File: config.mk
export PLATFORM = sky130hd
export DESIGN_NAME = universal_shift_reg
export DESIGN_NICKNAME = d
export VERILOG_FILES = /design/src/rtl/universal_shift_reg.sv
export SDC_FILE = /design/constraint.sdc
export NUM_CORES = 1
export LEC_CHECK = 0
export BUFFER_PORTS_ARGS = -buffer_cell sky130_fd_sc_hd__buf_2
export CELL_PAD_IN_SITES_DETAIL_PLACEMENT = 1
export CELL_PAD_IN_SITES_GLOBAL_PLACEMENT = 1
export CORE_ASPECT_RATIO = 0.8
export CORE_MARGIN = 2
export CORE_UTILIZATION = 35
export CTS_CLUSTER_SIZE = 24
export DETAILED_ROUTE_END_ITERATION = 8
export GPL_TIMING_DRIVEN = 0
export PLACE_DENSITY = 0.79
export SETUP_SLACK_MARGIN = 0.5
export SLEW_MARGIN = 30
export SYNTH_ARGS = -nofsm -noshare
export SYNTH_HDL_FRONTEND = slang
export SYNTH_SLANG_ARGS = --single-unit
File: constraint.sdc
create_clock -name clk -period 1.8 [get_ports clk]
set_input_delay 0.36 -clock clk [delete_from_list [all_inputs] [get_ports clk]]
set_output_delay 0.36 -clock clk [all_outputs]
set_load 0.1 [all_outputs]
File: src/rtl/universal_shift_reg.sv
// Universal WIDTH-bit shift register: hold, load, shift, rotate, clear,
// plus an auto-sequenced LSB-first serial frame transmitter.
module universal_shift_reg #(
  parameter int              WIDTH     = 8,
  parameter logic [WIDTH-1:0] RESET_VAL = '0,
  localparam int             CW        = $clog2(WIDTH+1)
) (
  input  logic             clk,
  input  logic             reset,
  input  logic             en,
  input  logic [2:0]       mode,
  input  logic [WIDTH-1:0] d,
  input  logic             sin_l,
  input  logic             sin_r,
  output logic [WIDTH-1:0] q,
  output logic             sout,
  output logic             busy,
  output logic             done,
  output logic [CW-1:0]    cnt
);

  localparam logic [2:0] M_HOLD  = 3'b000;
  localparam logic [2:0] M_LOAD  = 3'b001;
  localparam logic [2:0] M_SHL   = 3'b010;
  localparam logic [2:0] M_SHR   = 3'b011;
  localparam logic [2:0] M_ROTL  = 3'b100;
  localparam logic [2:0] M_ROTR  = 3'b101;
  localparam logic [2:0] M_FRAME = 3'b110;
  localparam logic [2:0] M_CLR   = 3'b111;

  localparam logic [0:0] IDLE     = 1'b0;
  localparam logic [0:0] SHIFTING = 1'b1;

  logic [WIDTH-1:0] q_q, q_d;
  logic [0:0]       state_q, state_d;
  logic             done_q, done_d;
  logic [CW-1:0]    cnt_q, cnt_d;

  always_comb begin
    q_d     = q_q;
    state_d = state_q;
    cnt_d   = cnt_q;
    done_d  = 1'b0;
    if (en) begin
      if (state_q == SHIFTING) begin
        // Frame bits leave through q[0]; mode is ignored mid-frame
        q_d   = {sin_r, q_q[WIDTH-1:1]};
        cnt_d = cnt_q - CW'(1);
        if (cnt_q == CW'(1)) begin
          state_d = IDLE;
          done_d  = 1'b1;
        end
      end else begin
        unique case (mode)
          M_HOLD:  q_d = q_q;
          M_LOAD:  q_d = d;
          M_SHL:   q_d = {q_q[WIDTH-2:0], sin_l};
          M_SHR:   q_d = {sin_r, q_q[WIDTH-1:1]};
          M_ROTL:  q_d = {q_q[WIDTH-2:0], q_q[WIDTH-1]};
          M_ROTR:  q_d = {q_q[0], q_q[WIDTH-1:1]};
          M_FRAME: begin
            q_d     = d;
            state_d = SHIFTING;
            cnt_d   = CW'(WIDTH);
          end
          M_CLR:   q_d = '0;
          default: q_d = q_q;
        endcase
      end
    end
  end

  always_ff @(posedge clk) begin
    if (reset) begin
      q_q     <= RESET_VAL;
      state_q <= IDLE;
      done_q  <= 1'b0;
      cnt_q   <= '0;
    end else begin
      q_q     <= q_d;
      state_q <= state_d;
      done_q  <= done_d;
      cnt_q   <= cnt_d;
    end
  end

  assign q    = q_q;
  assign sout = q_q[0];
  assign busy = (state_q == SHIFTING);
  assign done = done_q;
  assign cnt  = cnt_q;

endmodule

=== Yosys cells after proc, flatten, opt, wreduce, memory -nomap -nowiden ===
Index checks and enable logic that the tools add are counted.

* Bits in registers: 14
* Output and inout bits: 15
* Logic and storage cells: 30

* $add $sub $neg: 1
* Equal/unequal tests: 9
* Mux-type cells: 8
* Bitwise gates (word level): 2
* Reduce and logical (&&, ||, !) cells: 6

{| class="wikitable"
|+ Operator list
! cell !! number
|-
| 8-bit one-hot mux with 6 select lines || 1
|-
| 3-bit == test, second input constant || 4
|-
| 4-bit 2-to-1 mux || 2
|-
| 8-bit 2-to-1 mux || 1
|-
| 3-bit by 2-bit == test with 1-bit output, second input constant || 2
|-
| 4-bit by 1-bit == test with 1-bit output, second input constant || 1
|-
| 1-bit 2-to-1 mux || 4
|-
| 2-bit AND reduction || 2
|-
| 4-bit by 1-bit subtractor with 4-bit output, second input constant || 1
|-
| 3-bit by 1-bit == test with 1-bit output, second input constant || 1
|-
| 3-bit zero test || 1
|-
| 3-bit OR reduction || 1
|-
| 2-bit != test, second input constant || 1
|-
| 1-bit inverter || 2
|-
| 2-bit nonzero test || 1
|-
| 2-bit OR reduction || 1
|}

=== Logic depth before layout (Yosys ltp) ===
* Depth in word-level cells: 4
* Depth in mapped cells: 5

=== Least setup slack after synthesis ===
No wires, ideal clock.

* Path type: reg-to-reg
* Start: reg state_q, in the netlist busy
* End: reg q_q[5], in the netlist q[5]
* Library setup time: 0.074 ns
* Arrival time: 1.876 ns
* Data required time: 1.726 ns
* Path slack: -0.150 ns
* Cell stages (with the launch flop): 6
* Buffers on the path: 1
* Period minus slack after synthesis: 1.950 ns
* Cell sequence: dfxtp_1 -> buf_2 -> nor2_1 -> a211oi_2 -> a22oi_1 -> o21ai_0

* Word-level cells in the longest chain between the ends: 2
* Elaborated cells between the ends (all ways): 3
* Those cells by class: eq/ne: 1; mux: 1; reduce/logical: 1

{| class="wikitable"
|+ RTL lines
! what !! line !! text
|-
| start, declared || 35 || <nowiki>logic [0:0] state_q, state_d;</nowiki>
|-
| start signal, assigned || 81 || <nowiki>state_q <= state_d;</nowiki>
|-
| 2-bit != test (no source line) || -- ||
|-
| 2-bit AND reduction (no source line) || -- ||
|-
| end signal, assigned || 80 || <nowiki>q_q <= q_d;</nowiki>
|-
| end, declared || 34 || <nowiki>logic [WIDTH-1:0] q_q, q_d;</nowiki>
|}

Parallel ways exist; a longest one is shown, timed or not.
A chain may end at the register's enable or synchronous reset.

=== Worst setup path in the final report ===
* Start: reg state_q, in the netlist busy
* End: reg q_q[7], in the netlist q[7]

The elaborated chain is that of the path after synthesis.

==> results.md <==
CTS:
- Counting every sink on the clock net gives 14.
- The CTS tree is built.
- The clock-pin slew reported for the worst setup and hold paths after clock tree synthesis is 0.09 ns.
- The longest clock path from root to sink contains 2 buffers.
- The number of buffers added by the clock tree synthesis step is 3.
- Clock latency on the worst-skew pair, taken at its later pin, is 0.27 ns.
- The maximum level of the CTS H-tree is 1.
- The library cell used as clock root buffer is sky130_fd_sc_hd__clkbuf_4.

Final layout:
- In the layout the commonest cells are sky130_fd_sc_hd__buf_6 (15), sky130_fd_sc_hd__buf_2 (15), sky130_fd_sc_hd__nor2_1 (10).
- The fraction of layout cells with a size suffix above 1 is 44.4%.
- The signed area change from the synthesized netlist to the final layout is 47.8%.
- The final net count is 163.
- 0 antenna diodes ended up in the layout.

Flow run:
- The reported max-cap violation count is 0.

Power:
- The worst supply voltage drop on vdd is 0.000259 V.
- The leakage power is 0.000546 uW.
- Dividing total power by cell area gives a power density of 618 mW/mm^2.

Min path:
- The worst hold path terminates at cnt[2].
- The path class of the tightest hold or removal check is input pin to flip-flop.
- The beginning of the worst hold path is reset.
- The hold path depth is 2.

Floorplan:
- The initial standard-cell utilization of the core is 36.6%.
- The die covers 0.00298 mm^2.
- The floorplan core area is 0.00244 mm^2.
- During I/O placement, the number of pins put on the boundary was 31.
- The vertical die dimension is 49.2 um.
- The number of rows in the core area is 16.
- The floorplan step set the die width to 60.5 um.

Critical path:
- The maximum cell stage delay along the critical path is 0.37 ns.
- Of all nets on the critical path, the largest fanout is 8.
- The worst setup path is launched from a flip-flop.
- STA puts the critical path data required time at 1.98 ns.
- The critical path in this run is classified as flip-flop to flip-flop.
- The largest individual stage delay along the critical path comes from the cell sky130_fd_sc_hd__o41a_1.
- The critical path goes through buf_6 -> o41a_1 -> buf_4 -> a311oi_1.
- In this run the critical register-to-register path is captured at q[7].
- The signal arrival time at the worst endpoint is 1.51 ns.
- The kind of end point of the critical path is a flip-flop.
- The setup check on the worst reg-to-reg path leaves a slack of 0.46 ns.
- The worst register-to-register path has a depth of 4.
- The worst register-to-register path begins at busy.

Yosys:
- Counting flops and latches in the post-synthesis netlist gives 14.
- Sequential cells were found to cover 31.4% of the synthesized design area.
- Of the post-synthesis cell area, the dominant cell type holds 31.4%.
- The number of warnings printed during yosys synthesis is 0.
- Summing every instance area after synthesis gives 893 um^2.
- By area the synthesized netlist is led by sky130_fd_sc_hd__dfxtp_1 (31%), sky130_fd_sc_hd__mux2i_1 (6.7%), sky130_fd_sc_hd__a2bb2oi_1 (5.9%).
- A synthesized cell averages 8.27 um^2.
- In the synthesized netlist the dominant register cell turns out to be sky130_fd_sc_hd__dfxtp_1.
- Synthesis produced a netlist whose cell count is 108.
- The largest total area in the synthesized netlist belongs to sky130_fd_sc_hd__dfxtp_1.
- The fraction of synthesis flops using an asynchronous set or reset pin is 0%.
- The synthesized design contains 0 enable-type register cells.
- The unique cell type count in the Yosys netlist is 33.
- The synthesized net count is 126.

Outcome:
- The run finished with clean final reports.

Drt:
- After detailed routing, the number of vias per cell comes to 5.36.
- The detailed router finished its first iteration with 26 violations.
- The post-detailed-routing wire length is 2.72 mm.
- The via count of the routed design is 964.
- The detailed-routing iteration count for the pre-antenna-repair pass is 4.
- The remaining design rule violation count is 0.
- The average wire length per cell after detail routing is 15.1 um.
- The post-detailed-route count of antenna-violating nets is 0.

STA:
- The worst path uses 74.3% of the clock period.
- The maximum clock rate is 0.748 GHz.
- Setup repair after global routing could not meet its margin everywhere.
- Setup violations remaining at the end of the flow were counted as 0.
- The final number of max-transition violations is 0.
- The shortest period the worst path allows is 1.34 ns.
- The max-slew headroom at the worst pin is 72.8%.
- The setup TNS after final layout is 0 ns.
- The worst hold slack after final layout is 0.283 ns.
- The worst clock skew is 0.00209 ns.
- The number of hold violations in the final report was 0.
- At the pin with the least slew margin, the transition time is 0.407 ns.

Placement:
- The last weighted congestion value of the routability-driven placer is 0.715.
- The number of buffer cells added on primary ports is 27.
- The final HPWL from detailed placement is 1.95 mm.

GRT:
- The maximum number of pins on one net before global-route repair is 11.
- The initial antenna violation count is 0.
- The overflow left after global routing is 0.
- Global routing used 20.6% of the available tracks across all layers.
- The via count of the first global-routing pass is 1021.
- The first global-routing pass estimated 4.66 mm of wire.
[logic make-up (layout without fill, tap and decap cells)]
family                   Yosys count  after routing  synth area share [%]
adder cells (fa/ha/maj)            2              2                  2.80
XOR/XNOR                           1              1                 0.981
multiplexers                       7              7                  7.98
buffers and inverters             15             51                  8.40
flip-flops                        14             14                  31.4
AND/OR/NAND/NOR                   33             33                  20.2
AO/OA/AOI/OAI                     36             36                  28.3
[metrics by stage]
step / utilization, % / setup WS, ns / instance area (um^2) / power, uW / std cells
2_1_floorplan: - / 0.403 / 948 / 536 / 108
3_3_place_gp: 46.2 / 0.0943 / 1130 / 586 / 171
3_5_place_dp: 46.2 / 0.134 / 1130 / 593 / 171
4_1_cts: 51.5 / 0.397 / 1260 / 806 / 177
5_1_grt: 54.0 / 0.382 / 1320 / 858 / 180
6_report: 54.0 / 0.463 / 1320 / 815 / 180
[worst max path at each step]
stage,from,end,slack [ns]
floorplan,busy,q[0],0.40
global placement,mode[2],q[3],0.09
detailed placement,mode[2],q[3],0.13
CTS,q[0],q[0],0.40
global route,busy,q[2],0.38
finish,busy,q[7],0.46
[where the power goes]
part	internal, uW	switching, uW	leakage [uW]
sequential	318	17.8	0.000122
clock	85.8	103	0.0000150
combinational	105	186	0.000410
total	509	306	0.000546
[layout make-up]
class	instances	area [um^2]
fill	312	1120
multi-input combinational	79	564
sequential	14	312
timing repair buffer	32	279
buffer	8	67.6
tap	36	45.0
clock buffer	4	26.3
inverter	7	26.3
[metal layers]
layer  vias up  GRT usage [%]  wire [um]
li1        475              -          -
met1       470           27.9       1310
met2        17           33.5       1310
met3         2           2.92         87
met4         0           6.52         13
met5         -              0          0
[sequential cells by signal (all words and copies together) (netlist names)]
signal	count
busy	1
cnt	4
done	1
q	8
[synthesized netlist by cell type, types with 5 or more instances]
cell type                   number
sky130_fd_sc_hd__mux2i_1         6
sky130_fd_sc_hd__a2bb2oi_1       6
sky130_fd_sc_hd__nor2_1         10
sky130_fd_sc_hd__a21oi_1         5
sky130_fd_sc_hd__a22oi_1         6
sky130_fd_sc_hd__nor3_1          5
sky130_fd_sc_hd__inv_1           7
sky130_fd_sc_hd__o21ai_0        10
sky130_fd_sc_hd__nand2_1         5
sky130_fd_sc_hd__dfxtp_1        14
sky130_fd_sc_hd__buf_2           6
[repair_timing]
item	4_1_cts	5_1_grt
resized for setup	32	10
hold buffers	0	0
endpoints found under the hold margin	0	0
buffers inserted	2	3
setup endpoints to repair	23	15
pin swaps	4	0
[critical path, delay by kind of cell (launching register included)]
family	cells	cell delay [ns]
buffers and inverters	2	0.29
flip-flops	1	0.36
AO/OA/AOI/OAI	2	0.59
No activity file was read; power rests on OpenSTA's default activity.
